**config.mk**
```make
export PLATFORM = sky130hd
export DESIGN_NAME = ir_fetch_ctrl
export DESIGN_NICKNAME = d
export VERILOG_FILES = /design/src/rtl/ir_fetch_ctrl.sv
export SDC_FILE = /design/constraint.sdc
export NUM_CORES = 1
export LEC_CHECK = 0
export CAP_MARGIN = 25
export CELL_PAD_IN_SITES_DETAIL_PLACEMENT = 2
export CELL_PAD_IN_SITES_GLOBAL_PLACEMENT = 2
export CORE_UTILIZATION = 29
export CTS_CLUSTER_SIZE = 8
export DETAILED_ROUTE_END_ITERATION = 6
export HOLD_SLACK_MARGIN = 0.12
export PLACE_DENSITY = 0.88
export REMOVE_ABC_BUFFERS = 1
export SLEW_MARGIN = 20
export SYNTH_ARGS = -nofsm -noshare
export SYNTH_HDL_FRONTEND = slang
export SYNTH_SLANG_ARGS = --single-unit
```
**constraint.sdc**
```tcl
create_clock -name clk -period 2.6 [get_ports clk]
set_clock_uncertainty 0.05 [all_clocks]
set_input_delay 0.52 -clock clk [delete_from_list [all_inputs] [get_ports clk]]
set_output_delay 0.52 -clock clk [all_outputs]
set_load 0.05 [all_outputs]
```
**src/rtl/ir_fetch_ctrl.sv**
```systemverilog
// rtl/ir_fetch_ctrl.sv - multi-byte instruction fetch sequencer with per-byte req/ack and one-hot load strobes
// Optional: FETCH_TIMEOUT_EN enables the ack wait counter and sticky err flag.
module ir_fetch_ctrl #(
  parameter int NBYTES  = 4,
  parameter int ADDR_W  = 8,
  parameter int TIMEOUT = 15
) (
  input  logic              clk,
  input  logic              rst,
  input  logic              start,
  input  logic              flush,
  input  logic [ADDR_W-1:0] pc,
  output logic              mem_req,
  output logic [ADDR_W-1:0] mem_addr,
  input  logic              mem_ack,
  output logic [NBYTES-1:0] ld,
  output logic              busy,
  output logic              done,
  output logic              ir_valid,
  output logic              err
);

  localparam int IDX_W = (NBYTES > 1) ? $clog2(NBYTES) : 1;

  typedef enum logic [1:0] {S_IDLE, S_REQ, S_DONE} state_t;

  state_t            state_q, state_d;
  logic [IDX_W-1:0]  idx_q, idx_d;
  logic [ADDR_W-1:0] base_q, base_d;
  logic              ir_valid_q, ir_valid_d;
  logic              start_accept;
  logic              last_byte;
  logic              timeout;

  assign start_accept = (state_q == S_IDLE) && start && !flush;
  assign last_byte    = (idx_q == IDX_W'(NBYTES - 1));
  assign ir_valid     = ir_valid_q;

`ifdef FETCH_TIMEOUT_EN
  localparam int WCNT_W = $clog2(TIMEOUT + 1);

  logic [WCNT_W-1:0] wait_q;
  logic              err_q;

  // An ack in the same cycle as the limit wins, so timeout requires !mem_ack.
  assign timeout = (state_q == S_REQ) && !mem_ack && (wait_q == WCNT_W'(TIMEOUT));
  assign err     = err_q;

  always_ff @(posedge clk or posedge rst) begin
    if (rst) begin
      wait_q <= '0;
      err_q  <= 1'b0;
    end else begin
      if (state_q != S_REQ || mem_ack || flush)
        wait_q <= '0;
      else if (!timeout)
        wait_q <= wait_q + 1'b1;
      if (start_accept)
        err_q <= 1'b0;
      else if (timeout && !flush)
        err_q <= 1'b1;
    end
  end
`else
  assign timeout = 1'b0;
  assign err     = 1'b0;
`endif

  always_ff @(posedge clk or posedge rst) begin
    if (rst) begin
      state_q    <= S_IDLE;
      idx_q      <= '0;
      base_q     <= '0;
      ir_valid_q <= 1'b0;
    end else begin
      state_q    <= state_d;
      idx_q      <= idx_d;
      base_q     <= base_d;
      ir_valid_q <= ir_valid_d;
    end
  end

  always_comb begin
    state_d    = state_q;
    idx_d      = idx_q;
    base_d     = base_q;
    ir_valid_d = ir_valid_q;
    mem_req    = 1'b0;
    mem_addr   = '0;
    ld         = '0;
    busy       = 1'b0;
    done       = 1'b0;
    case (state_q)
      S_IDLE: begin
        if (start_accept) begin
          base_d     = pc;
          idx_d      = '0;
          ir_valid_d = 1'b0;
          state_d    = S_REQ;
        end
      end
      S_REQ: begin
        busy     = 1'b1;
        mem_req  = 1'b1;
        mem_addr = base_q + ADDR_W'(idx_q);
        if (mem_ack) begin
          ld = NBYTES'(1) << idx_q;
          if (last_byte)
            state_d = S_DONE;
          else
            idx_d = idx_q + 1'b1;
        end else if (timeout) begin
          state_d = S_IDLE;
          idx_d   = '0;
        end
      end
      S_DONE: begin
        busy       = 1'b1;
        done       = 1'b1;
        state_d    = S_IDLE;
        ir_valid_d = 1'b1;
      end
      default: state_d = S_IDLE;
    endcase
    // Abort overrides everything above, including a same-cycle byte load.
    if (flush) begin
      state_d    = S_IDLE;
      idx_d      = '0;
      ir_valid_d = 1'b0;
      ld         = '0;
    end
  end

endmodule
```
Word-level counts from Yosys, hierarchy flattened
Index checks and enable logic that the tools add are counted.
Widths: inputs -> output; s select.
Word-level totals
  register bits after elaboration: 13
  word-level logic and storage cells: 45
Cells by class
  add/subtract/negate cells: 2
  equality and inequality tests: 7
  shift-type cells: 1
  muxes and demuxes: 20
  reduce and logical (&&, ||, !) cells: 11
Operators with widths (number)
  $mux 2: 8
  $mux 4: 3
  $ne 3x3->1 const B: 4
  $add 8x2->8: 1
  $mux 8: 1
  $pmux 2 s2: 2
  $reduce_bool 3->1: 2
  $mux 1: 5
  $eq 2x2->1 const B: 2
  $reduce_and 2->1: 2
  $reduce_and 4->1: 1
  $shl 1x2->4 const A: 1
  $reduce_and 3->1: 1
  $add 2x1->2 const B: 1
  $eq 2x1->1 const B: 1
  $logic_and 1x1->1: 2
  $logic_not 2->1: 1
  $pmux 1 s2: 1
  $reduce_or 2->1: 1
  $logic_not 1->1: 1

Longest topological paths before layout
  depth in word-level cells: 6
  depth in mapped cells: 6

Worst setup path after synthesis
OpenSTA, ideal clock, no wires.
  path kind: reg-to-output
  from: register state_q[1]
  to: output ld[0]
  data arrival time: 1.756 ns
  required time: 2.030 ns
  slack: 0.274 ns
  cell stages (with the launch flop): 5
  path buffers: 0
  cell sequence: dfrtp_1 > inv_1 > ha_1 > nor2b_1 > and3_1
On the way
  cells in the longest elaborated chain, start to end: 3
Ends and longest elaborated chain
  from (decl): RTL line 27  | state_t state_q, state_d;
  from (signal assigned): RTL line 76  | state_q <= state_d;
  $eq 2x1->1: RTL line 93  | case (state_q)
  $mux 4: RTL line 93
  $mux 4: RTL line 126  | if (flush) begin
  to (decl): RTL line 16  | output logic [NBYTES-1:0] ld,
Every way passes these cells.

Worst setup path in the final report
  from: register idx_q[0]
  to: output mem_addr[6]
On the way
  cells in the longest elaborated chain, start to end: 2
Ends and longest elaborated chain
  from (decl): RTL line 28  | logic [IDX_W-1:0] idx_q, idx_d;
  from (signal assigned): RTL line 77  | idx_q <= idx_d;
  $add 8x2->8: RTL line 105  | mem_addr = base_q + ADDR_W'(idx_q);
  $mux 8: RTL line 93
  to (decl): RTL line 14  | output logic [ADDR_W-1:0] mem_addr,
Every way passes these cells.

==> metrics.txt <==
Switch Pwr=0.000307 W; Post-Route WL=between 2 and 2.5 mm; CP endpoint kind=primary output; FILL cells=332; CTS Sinks=13; crit path kind=reg2out; Post-DP HPWL=2.04 mm; Worst R2R Path Depth=5; global routing usage on met2=0.320; initial core utilization=0.306; Final nets=147; post-synthesis async set-or-reset flop share=1.00; First-pass DRT Iterations=2; Power Density=around 570 nW/um^2; share of layout cells above drive strength 1=0.246; final setup fails=0; drt wl/cell=14.9 um; clock root buffer=clkbuf_4; port bufs=28; Max VDD drop=0.000403 V; Switching Share=0.386; syn_area_per_cell=10.3 sq um; Skew-Pair Late Insertion Delay=270 ps; Period minus WS final=2440 ps; Req. time, crit path=2030 ps; Die Area=about 3500 sq um; CTS hold repair buffers=0; GRT busiest layer=met2; fin crit share=0.939; io pins=30; count of different cell masters after synthesis=30; Mapped Cells=91; GRT Util Overall=0.168; antenna viol nets, final=0; outcome=completed; number of diodes=0; worst reg2reg startpoint=state_q[1]$_DFFE_PP0P_; Logic pwr share=0.492; Syn-to-layout area delta=49.5%; sequential share of the synthesized area=0.346; Critical R2R Capture=base_q[6]$_DFFE_PP0P_; Main synth FF type=dfrtp_1; met1 GRT Util=0.197; Post-synth EDFFs=0; met3 usage=0.0286; P_int=0.000488 W; fmax=0.410 GHz; Chip Width=59.0 um; Hold Fails Final Rpt=0; clk buf depth=2; Synth top area share=0.346; slack of the critical path=158 ps; Synth area leaders=dfrtp_1 (35%), ha_1 (13%), mux2_4 (13%), and2_1 (5.3%), xnor2_1 (4.7%); Max Cap Viol=0; Fin Hold WS=510 ps; largest net degree at the start of global routing=17; Worst Tran Pin Value=just over 500 ps; TritonCTS buffer count=3; Syn. warnings=0; Setup TNS=0 ps; vias=760; Layout Utilization=0.457; Clk network pwr share=0.155; Reg2Reg Setup Slack=850 ps; GRT overflow=0; clock slew at reported path FFs=roughly 80 ps; CP startpoint=idx_q[0]$_DFFE_PP0P_; core area=3080 sq um; H-tree Lvls=1; commonest cells after routing, fill and taps aside=clkdlybuf4s50_1 (15), dfrtp_1 (11), buf_12 (11); Yosys reg bits=13; CTS tree=done; initial antenna violation count=0; critical path peak fanout=3; largest area contributor in the netlist=dfrtp_1; worst slack at placement=291 ps; vias per cell=between 4 and 5; Cell Area, Synth=941 sq um; Hold Crit Class=in2async; Reg power frac=0.353; crit start category=register; die height=59.0 um; Pleak=0.649 nW; vias in the first global route=between 800 and 900; GP Congestion=0.754; Final Power=0.000795 W; final-report max-slew violation count=0; Core Rows=20; # DRC=0; relative slew slack=0.663; critical path endpoint=mem_addr[6]; RSZ-0062 raised after global routing=false; first-pass GRT wire length=4.23 mm; Iter 0 DRT Violations=8; WP data arrival=1870 ps; leading cell type in the layout, fill and taps excluded=clkdlybuf4s50_1
## flip-flops by register name (all words and copies together) (netlist names)
signal,flops
base_q,8
ir_valid,1
idx_q,2
state_q,2
## worst max-delay path: stages, from the launching register on
cell and delay (ps):
dfrtp_2 420, ha_1 230, fa_2 390, nand2_1 90, xnor2_1 110, and2_1 210
buf_12 150
## cell type report
class                   instances  area, sq um  area share
clock inverters                 1         5.00     0.00356
well taps                      44         55.1      0.0391
clock buffers                   3         22.5      0.0160
multi-input cells              70          577       0.410
repair buffers                 30          400       0.285
flip-flops and latches         13          328       0.233
inverters                       5         18.8      0.0133
## cells by family after synthesis
family	synth area share
AO/OA/AOI/OAI	0.0559
XOR/XNOR	0.0559
adder cells (fa/ha/maj)	0.154
buffers and inverters	0.0439
flip-flops	0.346
multiplexers	0.138
other	0.00399
AND/OR/NAND/NOR	0.202
## power groups by stage
stage | combinational, W | sequential [W] | clock [W]
global route | 0.000419 | 0.000288 | 0.000136
CTS | 0.000394 | 0.000283 | 0.000130
finish | 0.000391 | 0.000280 | 0.000123
global placement | 0.000376 | 0.000278 | 0
floorplan | 0.000241 | 0.000270 | 0
detailed placement | 0.000391 | 0.000286 | 0
## what timing repair did
item	4_1_cts	5_1_grt
endpoints found under the setup margin	2	3
resized for setup	2	1
endpoints found under the hold margin	0	0
buffers inserted	0	1
## synth_stat cells (all sizes together) (2+ instances only)
library cell and number:
a21oi 2, a31oi 2, and2 8, and3 4, buf 2, dfrtp 13, ha 10, inv 5
mux2 8, nand2 4, nand3 4, nor2 6, nor2b 2, nor3 2, xnor2 5
## stage by stage
stage / instances / instance area (sq um)
finish: 166 / 1410
global route: 166 / 1410
CTS: 165 / 1400
detailed placement: 161 / 1370
global placement: 161 / 1370
floorplan: 88 / 918
## routing by layer
| metal | vias up | share of wire | routed length [um] |
|---|---|---|---|
| met4 | 0 | 0.0041 | 10 |
| met3 | 2 | 0.032 | 79 |
| met1 | 368 | 0.41 | 1000 |
| li1 | 369 | - | - |
| met2 | 21 | 0.56 | 1370 |
| met5 | - | 0 | 0 |
## worst min-delay path by stage
stage,endpoint
2_1_floorplan,base_q[0]$_DFFE_PP0P_
3_3_place_gp,base_q[0]$_DFFE_PP0P_
3_5_place_dp,base_q[7]$_DFFE_PP0P_
4_1_cts,base_q[7]$_DFFE_PP0P_
5_1_grt,base_q[5]$_DFFE_PP0P_
6_report,state_q[0]$_DFFE_PP0P_
No activity file was read; power rests on OpenSTA's default activity.
